## src/rtl/fifo_1r1w.sv

```systemverilog
// First-word-fall-through FIFO over a synchronous-read RAM. A bypass register
// covers the RAM's read latency when a word lands in an empty FIFO.

module ram_1r1w_sync #(
  parameter  int DataWidth  = 8,
  parameter  int NumEntries = 16,
  localparam int AddrWidth  = $clog2(NumEntries)
) (
  input  logic                 clk_i,
  input  logic                 wr_en_i,
  input  logic [AddrWidth-1:0] wr_addr_i,
  input  logic [DataWidth-1:0] wr_data_i,
  input  logic [AddrWidth-1:0] rd_addr_i,
  output logic [DataWidth-1:0] rd_data_o
);

  logic [DataWidth-1:0] mem [NumEntries];

  // Read returns the pre-write contents on an address collision.
  always_ff @(posedge clk_i) begin
    if (wr_en_i) begin
      mem[wr_addr_i] <= wr_data_i;
    end
    rd_data_o <= mem[rd_addr_i];
  end

endmodule

module fifo_1r1w #(
  parameter int DataWidth  = 8,
  parameter int NumEntries = 16
) (
  input  logic                 clk_i,
  input  logic                 reset_i,
  input  logic [DataWidth-1:0] data_i,
  input  logic                 valid_i,
  output logic                 ready_o,
  output logic                 valid_o,
  output logic [DataWidth-1:0] data_o,
  input  logic                 ready_i
);

  localparam int PtrWidth = $clog2(NumEntries);
  localparam logic [PtrWidth:0] FullCount = NumEntries[PtrWidth:0];
  localparam logic [PtrWidth-1:0] PtrOne = {{(PtrWidth-1){1'b0}}, 1'b1};

  logic [PtrWidth:0]   count, count_next;
  logic [PtrWidth-1:0] wr_ptr, wr_ptr_next;
  logic [PtrWidth-1:0] rd_ptr, rd_ptr_next;
  logic                valid_next;
  logic                bypass_sel, bypass_sel_next;
  logic                bypass_load;
  logic [DataWidth-1:0] bypass_data;
  logic [DataWidth-1:0] ram_rd_data;
  logic                push, pop;

  assign ready_o = (count < FullCount) & ~reset_i;
  assign push    = valid_i & ready_o;
  assign pop     = valid_o & ready_i;

  // A word becomes the head straight away when nothing else will be in front
  // of it after this edge; the RAM cannot return it in time, so it is latched.
  assign bypass_load = push & ((count == '0) |
                               ((count == {{PtrWidth{1'b0}}, 1'b1}) & pop));

  always_comb begin
    count_next      = count;
    wr_ptr_next     = wr_ptr;
    rd_ptr_next     = rd_ptr;
    bypass_sel_next = bypass_sel;
    if (push) begin
      wr_ptr_next = wr_ptr + PtrOne;
    end
    if (pop) begin
      rd_ptr_next = rd_ptr + PtrOne;
    end
    if (push & ~pop) begin
      count_next = count + 1'b1;
    end else if (pop & ~push) begin
      count_next = count - 1'b1;
    end
    if (bypass_load) begin
      bypass_sel_next = 1'b1;
    end else if (pop) begin
      bypass_sel_next = 1'b0;
    end
    valid_next = (count_next != '0);
  end

  always_ff @(posedge clk_i) begin
    if (reset_i) begin
      count      <= '0;
      wr_ptr     <= '0;
      rd_ptr     <= '0;
      bypass_sel <= 1'b0;
      valid_o    <= 1'b0;
    end else begin
      count      <= count_next;
      wr_ptr     <= wr_ptr_next;
      rd_ptr     <= rd_ptr_next;
      bypass_sel <= bypass_sel_next;
      valid_o    <= valid_next;
    end
  end

  always_ff @(posedge clk_i) begin
    if (bypass_load) begin
      bypass_data <= data_i;
    end
  end

  // Look-ahead read: address the word that will be the head after this edge.
  ram_1r1w_sync #(
    .DataWidth (DataWidth),
    .NumEntries(NumEntries)
  ) u_ram (
    .clk_i    (clk_i),
    .wr_en_i  (push),
    .wr_addr_i(wr_ptr),
    .wr_data_i(data_i),
    .rd_addr_i(rd_ptr_next),
    .rd_data_o(ram_rd_data)
  );

  assign data_o = bypass_sel ? bypass_data : ram_rd_data;

endmodule
```

## config.mk

```make
export PLATFORM = sky130hd
export DESIGN_NAME = fifo_1r1w
export DESIGN_NICKNAME = d
export VERILOG_FILES = /design/src/rtl/fifo_1r1w.sv
export SDC_FILE = /design/constraint.sdc
export NUM_CORES = 1
export LEC_CHECK = 0
export ABC_AREA = 0
export BUFFER_PORTS_ARGS = -buffer_cell sky130_fd_sc_hd__buf_4
export CAP_MARGIN = 25
export CORE_ASPECT_RATIO = 1.1
export CORE_UTILIZATION = 50
export CTS_BUF_LIST = sky130_fd_sc_hd__clkbuf_2 sky130_fd_sc_hd__clkbuf_4 sky130_fd_sc_hd__clkbuf_8
export CTS_CLUSTER_SIZE = 14
export DETAILED_ROUTE_END_ITERATION = 10
export HOLD_SLACK_MARGIN = 0.03
export MAX_ROUTING_LAYER = met4
export PLACE_DENSITY_LB_ADDON = 0.12
export SLEW_MARGIN = 20
export SYNTH_ARGS = -nofsm -noshare
export SYNTH_HDL_FRONTEND = slang
export SYNTH_SLANG_ARGS = --single-unit
```

## constraint.sdc

```tcl
create_clock -name clk_i -period 2.71 [get_ports clk_i]
set_input_delay 0.542 -clock clk_i [delete_from_list [all_inputs] [get_ports clk_i]]
set_output_delay 0.542 -clock clk_i [all_outputs]
set_load 0.005 [all_outputs]
```

**After elaboration in Yosys (flattened, before gate mapping)**

Memories as Yosys holds them, arrays and structs flattened. A register that Yosys moved wholly into a read port is not among the register bits.
Cells that the tools add are included.

- Register bits: 23
- RAM bits: 128
- Bits of input ports: 12
- Output and inout port bits: 10
- Logic and storage cells: 35
- Memories: 1

Memory list:

| name | depth | width | rd ports | clocked after Yosys merged registers in | wr ports | line | RTL |
|---|---|---|---|---|---|---|---|
| u_ram.mem | 16 | 8 | 1 | 1 | 1 | 17 | `logic [DataWidth-1:0] mem [NumEntries];` |

- Add/subtract/negate cells: 4
- Magnitude comparators: 1
- Eq/ne operators: 1
- Multiplexer cells: 8
- Bitwise gates (word level): 11
- Reduce and logical (&&, ||, !) cells: 3

Operator list:

| operator | count |
|---|---|
| $mux 5 | 2 |
| $add 4x1->4 const B | 2 |
| $mux 8 | 1 |
| $and 1x1->1 | 7 |
| $add 5x1->5 const B | 1 |
| $eq 5x1->1 const B | 1 |
| $logic_not 5->1 | 1 |
| $lt 5x5->1 const B | 1 |
| $reduce_bool 5->1 | 1 |
| $sub 5x1->5 const B | 1 |
| $mux 1 | 4 |
| $mux 4 | 1 |
| $not 1->1 | 3 |
| $reduce_bool 2->1 | 1 |
| $or 1x1->1 | 1 |

**Longest topological paths before layout**

Gate-level depths: netlist of run 1.

- Depth in word-level cells: 8
- Gate-level depth with buffers: 9
- Mapped depth without buffers: 7

**By module**

From an unflattened synthesis of run 1, not the netlist that was laid out.

- Cell total of the unflattened synthesis: 339
- Area total of the unflattened synthesis: 6,313.6 sq um

Modules (own cells, without submodules):

| module | times used | cells each | area an instance (sq um) | sequential area each (sq um) |
|---|---|---|---|---|
| ram_1r1w_sync | 1 | 229 | 5,147.4 | 4,003.8 |
| fifo_1r1w | 1 | 110 | 1,166.1 | 540.5 |

**Worst setup path after synthesis of run 1**

No wires, ideal clock.

- Path type: input to register
- From: input reset_i
- To: register bypass_data[0], enable pin
- Setup time: 0.398 ns
- Arrival time: 2.119 ns
- Required time: 2.312 ns
- Setup slack: 0.193 ns
- Stages: 3
- Buffers on the path: 1
- Cells stage by stage: clkbuf_1 or3b_2 nor4_1

- Cells in the longest elaborated chain, start to end: 4

Ends and longest elaborated chain:

| item | line | RTL |
|---|---|---|
| start, declared | 34 | `input logic reset_i,` |
| $not 1->1 | 57 | `assign ready_o = (count < FullCount) & ~reset_i;` |
| $and 1x1->1 | 57 |  |
| $and 1x1->1 | 58 | `assign push = valid_i & ready_o;` |
| $and 1x1->1 | 63 | `assign bypass_load = push & ((count == '0) \|` |
| via bypass_load | 52 | `logic bypass_load;` |
| end signal, assigned | 108 | `bypass_data <= data_i;` |
| end, declared | 53 | `logic [DataWidth-1:0] bypass_data;` |

The timed path passes the listed nets, and every way through them passes these cells.
A chain may end at the register's enable or synchronous reset.

**Worst setup path after layout of run 1**

- From: register rd_ptr[1]
- To: register u_ram.rd_data_o[5], read port of u_ram.mem

- Cells in the longest elaborated chain, start to end: 2

Ends and longest elaborated chain:

| item | line | RTL |
|---|---|---|
| start, declared | 49 | `logic [PtrWidth-1:0] rd_ptr, rd_ptr_next;` |
| start signal, assigned | 100 | `rd_ptr <= rd_ptr_next;` |
| $add 4x1->4 | 75 | `rd_ptr_next = rd_ptr + PtrOne;` |
| $mux 4 * | 74 | `if (pop) begin` |
| end, declared | 14 | `output logic [DataWidth-1:0] rd_data_o` |

Every way passes the cells marked *; elsewhere a longest branch is shown, timed or not.

==> metrics, run 1 <==
status complete, no violations; io pins 22; Switching Share 35.4%; CTS tree done; combinational power share around 36%; RSZ-0062 raised after global routing no; final period utilization slightly below 90%; reg2reg path depth 7; number of enable flip-flop cells after synthesis 136; Post-DP Area 0.00805 sq mm; hold path cells 2; die width ~120 um; Num CTS Buffers 17; Clock Pin Slew Worst Setup and Hold Paths 0.09 ns; CTS root buf clkbuf_8; synth cell count leaders edfxtp_1, nor3_1, nor2_1; first-pass GRT wire length around 31000 um; GR Util All Layers about 28%; IO Port Bufs 21; share of the synthesized area in the top cell type between 50% and 60%; FF+latch count, synth ~160; Most Frequent Cell on Critical Path a21oi_1; Vias 5617; Hold Path Class in -> reg; Peak VDD IR approximately 440 uV; Syn Area/Cell around 11 sq um; cell count after synthesis about 680; Max stage delay cell, worst path ha_2; n_diodes 0; Slew @ Worst Pin 0.636 ns; Sink Count 159; R2R setup slack 0.34 ns; FFs w/ async S/R, synth 0%; Final ANT Viol Nets 0; required time of the critical path 3.03 ns; CP startpoint kind flip-flop; hold slack 0.387 ns; crit path cell chain ha_2 -> buf_4 -> a21oi_1 -> a21oi_1 -> a21oi_1 -> a22oi_1 -> o221ai_1; Main synth FF type edfxtp_1; DIE HEIGHT about 130 um; CTS Buffer Depth 2; Switch Pwr between 2 and 3 mW; Hold Startpoint reset_i; internal power ~4.8 mW; area grow syn2layout 12.1%; Clk network pwr share approximately a quarter; row count 46; Pins Over Slew Limit 0; highest clock rate between 400 and 500 MHz; die footprint 0.0156 sq mm; worst-path fanout max 27; setup repair bufs after CTS 0; total of max-cap violations 0; final setup fails 0; vias in the first global route 5424; Final Wtd Congestion ~0.85; Rel. slew slack a little under three fifths; fillers about 1200; Synth Warn # 0; Post-Syn Nets slightly below 700; final wirelength roughly 20000 um; Initial Util between 50% and 60%; Worst R2R End u_ram.rd_data_o[5]; Clk Latency, worst-skew pair around 0.46 ns; Core Util, Final a little under 60%; Hold EP rd_ptr[1]; DR WL/cell 21.7 um; fraction of layout cells with a size suffix above 1 around 15%; clock skew about 0.010 ns; core footprint around 0.015 sq mm; kind of critical path reg -> reg; Power, Total between 7 and 8 mW; Final min period around 2.4 ns; reg-to-reg startpoint rd_ptr[1]; post-synth cell types 42; drt pass-1 iters 5; critical path arrival ~2.7 ns; Design Area, Final approximately 0.0085 sq mm; HPWL after detailed placement between 10000 and 15000 um; post-synthesis sequential area ratio roughly 60%; sequential power share between 30% and 40%; # hold bufs at CTS 0; antenna violations before repair 0; synthesized area around 0.0076 sq mm; leakage power 2.78 nW; via/cell ratio slightly above 6; Initial DRC Count 505; pin count of the biggest net entering global routing 132; most common cell in the synthesized netlist edfxtp_1; # resized after CTS 0; Worst Setup End Kind flip-flop; Residual DRC 0; Setup TNS 0 ns; PwrDens just under 900 mW/mm^2; final net count 717; final hold vios 0; Synth area leaders edfxtp_1, dfxtp_1, nor3_1; area leader, netlist edfxtp_1; H-tree levels 4; max incr delay on CP between 0.6 and 0.7 ns; total congestion overflow 0
-- how the worst max path moves through the flow --
| stage | start | cells after the start | to |
|---|---|---|---|
| after floorplan | reset_i | 3 | bypass_data[0] |
| after global placement | ready_i | 7 | u_ram.rd_data_o[6] |
| after detailed placement | ready_i | 8 | u_ram.rd_data_o[5] |
| after CTS | rd_ptr[1] | 7 | u_ram.rd_data_o[5] |
| after global routing | rd_ptr[1] | 7 | u_ram.rd_data_o[5] |
| final | rd_ptr[1] | 7 | u_ram.rd_data_o[5] |
-- state kept, by name, summed over array words and instances (netlist names) --
register	count
bypass_data	8
wr_ptr	4
count	5
valid_o	1
u_ram.mem	128
bypass_sel	1
u_ram.rd_data_o	8
rd_ptr	4
-- routing by layer --
metal	vias to the layer above	track usage [%]	part of all wire, %
met5	-	-	0
met3	35	4.04	4.3
met2	157	47.1	51
met1	2819	34.1	43
met4	0	10.1	2.4
li1	2606	-	-
-- per-stage QoR --
| step | std cells | worst slack (ns) |
|---|---|---|
| 4_1_cts | 902 | 0.313 |
| 3_5_place_dp | 870 | 0.186 |
| 2_1_floorplan | 676 | 0.193 |
| 3_3_place_gp | 870 | 0.237 |
| 5_1_grt | 902 | 0.151 |
| 6_report | 902 | 0.337 |
-- layout make-up --
cell class / instances / area, sq um / share of cell area [%]
timing repair buffer: 58 / 498 / 5.88
clock buffer: 19 / 262 / 3.09
multi-input combinational: 441 / 2680 / 31.7
clock inverter: 13 / 161 / 1.91
sequential: 159 / 4550 / 53.7
inverter: 20 / 75.1 / 0.886
tap: 192 / 240 / 2.84
-- critical path, delay by kind of cell (launching register included) --
kind	cells	cell delay (ns)
AO/OA/AOI/OAI	5	0.85
adder cells (fa/ha/maj)	1	0.61
buffers and inverters	1	0.39
flip-flops	1	0.37
-- power by group through the flow --
stage / clock network, mW / registers, mW / logic, mW
after detailed placement: 0 / 2.99 / 2.60
after global placement: 0 / 2.99 / 2.54
after CTS: 1.86 / 2.94 / 2.62
after floorplan: 0 / 2.93 / 1.74
after global routing: 1.96 / 2.95 / 2.88
final: 1.85 / 2.94 / 2.63
-- layout by cell type, fill, tap and decap left out, types with 20 or more instances in the layout --
cell,netlist,layout
nor2_1,59,59
edfxtp_1,136,136
buf_4,6,53
a21oi_1,49,49
nor2b_1,33,33
o21ai_0,37,37
inv_1,20,20
dfxtp_1,23,21
nand2b_1,20,20
nor3_1,68,68
-- logic make-up (layout without fill, tap and decap cells) --
| family | Yosys count | after routing | share of synthesized area (%) |
|---|---|---|---|
| AND/OR/NAND/NOR | 227 | 227 | 15.2 |
| flip-flops | 159 | 159 | 60.2 |
| multiplexers | 9 | 9 | 1.34 |
| AO/OA/AOI/OAI | 186 | 186 | 15.9 |
| buffers and inverters | 76 | 110 | 4.56 |
| adder cells (fa/ha/maj) | 8 | 8 | 1.33 |
| XOR/XNOR | 11 | 11 | 1.47 |
No activity file was read; power rests on OpenSTA's default activity.
==> inputs of run 2 (changes only) <==
CORE_UTILIZATION = 55   (was 50)
PLACE_DENSITY = 0.82   (was unset)
PLACE_DENSITY_LB_ADDON = unset   (was 0.12)
==> metrics, run 2 (synthesis gave the netlist of run 1 again) <==
status complete, no violations; placed cell count between 800 and 900; Peak VDD IR ~520 uV; Hold EP rd_ptr[1]; die width about 110 um; Num CTS Buffers 17; DP Worst Slack 0.0600 ns; CTS tree done; final net count 716; commonest cells after routing, fill and taps aside edfxtp_1, nor3_1, nor2_1; reg2reg path depth 5; Switch Pwr 2.48 mW; Post-DP Area 0.00800 sq mm; combinational power share 35.0%; CP startpoint kind flip-flop; Hold Startpoint reset_i; Design Area, Final 0.00840 sq mm; io pins 22; via/cell ratio 6.28; DIE HEIGHT 125 um; # hold bufs at CTS 0; Initial Util 56.7%; total congestion overflow 0; Residual DRC 0; Power, Total 7.17 mW; Rel. slew slack about a third; Largest regs u_ram.mem (128), bypass_data (8), u_ram.rd_data_o (8); pin count of the biggest net entering global routing 64; Final Wtd Congestion between 0.8 and 0.9; CTS root buf clkbuf_8; Final min period 2.34 ns; slack of the critical path 0.372 ns; PwrDens about 850 mW/mm^2; Final ANT Viol Nets 0; RSZ-0062 raised after global routing no; IO Port Bufs 21; Switching Share 34.6%; Hold Path Class in -> reg; Sink Count 159; worst-path fanout max 63; setup repair bufs after CTS 0; row count 44; Clk network pwr share roughly a quarter; hold path cells 2; R2R setup slack between 0.3 and 0.4 ns; HPWL after detailed placement roughly 12000 um; reg-to-reg startpoint rd_ptr[0]; CP Launch Point rd_ptr[0]; critical path arrival approximately 2.7 ns; internal power between 4 and 5 mW; sequential power share roughly 40%; DR WL/cell approximately 20 um; fraction of layout cells with a size suffix above 1 15.2%; core footprint 0.0133 sq mm; GR Util All Layers about 27%; area grow syn2layout 11.2%; total of max-cap violations 0; final hold vios 0; Initial DRC Count about 570; antenna violations before repair 0; most common cell after layout, fill and taps aside edfxtp_1; leakage power roughly 2.7 nW; Vias between 5000 and 6000; final setup fails 0; kind of critical path reg -> reg; vias in the first global route ~5200; max reg flops 128; Pins Over Slew Limit 0; n_diodes 0; Clock Pin Slew Worst Setup and Hold Paths approximately 0.08 ns; final wirelength approximately 18000 um; highest clock rate about 430 MHz; Setup TNS 0 ns; Worst Setup End Kind flip-flop; fin cells between 800 and 900; Slew @ Worst Pin approximately 0.99 ns; required time of the critical path ~3 ns; drt pass-1 iters 6; clock skew ~0.011 ns; first-pass GRT wire length around 28000 um; Worst R2R End u_ram.rd_data_o[2]; # resized after CTS 0; Clk Latency, worst-skew pair 0.45 ns; H-tree levels 4; die footprint around 0.014 sq mm; CTS Buffer Depth 2; final period utilization around 86%; Biggest register u_ram.mem
[run 2: per-layer routing]
| metal | share of wire [%] | GRT usage [%] | up-vias |
|---|---|---|---|
| met2 | 49 | 42.6 | 245 |
| met3 | 5.9 | 4.91 | 53 |
| li1 | - | - | 2607 |
| met4 | 4.0 | 13.4 | 0 |
| met5 | 0 | - | - |
| met1 | 42 | 34.3 | 2705 |
[run 2: worst max-delay path, stage by stage, from the launching register on]
cell and delay [ns]:
dfxtp_4 0.39, buf_4 0.53, xnor2_2 0.15, buf_4 0.24, o41ai_1 0.70, o221ai_1 0.19
[run 2: layout make-up]
type                    instances  area [sq um]
clock buffers                  21           277
well taps                     184           230
clock inverters                11           115
inverters                      20          75.1
fillers                      1024          4930
repair buffers                 57           465
flip-flops and latches        159          4550
multi-input cells             441          2680
[run 2: power groups by stage]
stage	registers (mW)	logic (mW)	clock network [mW]
detailed placement	2.99	2.48	0
floorplan	2.93	1.74	0
global route	2.95	2.73	1.84
finish	2.94	2.51	1.72
global placement	2.99	2.38	0
CTS	2.94	2.48	1.74
[run 2: through the flow]
| stage | hold WS (ns) | utilization (%) |
|---|---|---|
| 2_1_floorplan | 0.521 | - |
| 3_3_place_gp | 0.510 | 60.1 |
| 3_5_place_dp | 0.527 | 60.1 |
| 4_1_cts | 0.382 | 63.0 |
| 5_1_grt | 0.399 | 63.0 |
| 6_report | 0.403 | 63.0 |
[run 2: how the worst max path moves through the flow]
stage	end	slack (ns)	cells after the start
6_report	u_ram.rd_data_o[2]	0.37	5
5_1_grt	u_ram.rd_data_o[0]	0.20	8
2_1_floorplan	bypass_data[0]	0.19	3
3_5_place_dp	u_ram.rd_data_o[5]	0.06	8
4_1_cts	u_ram.rd_data_o[6]	0.40	6
3_3_place_gp	u_ram.rd_data_o[5]	0.13	8
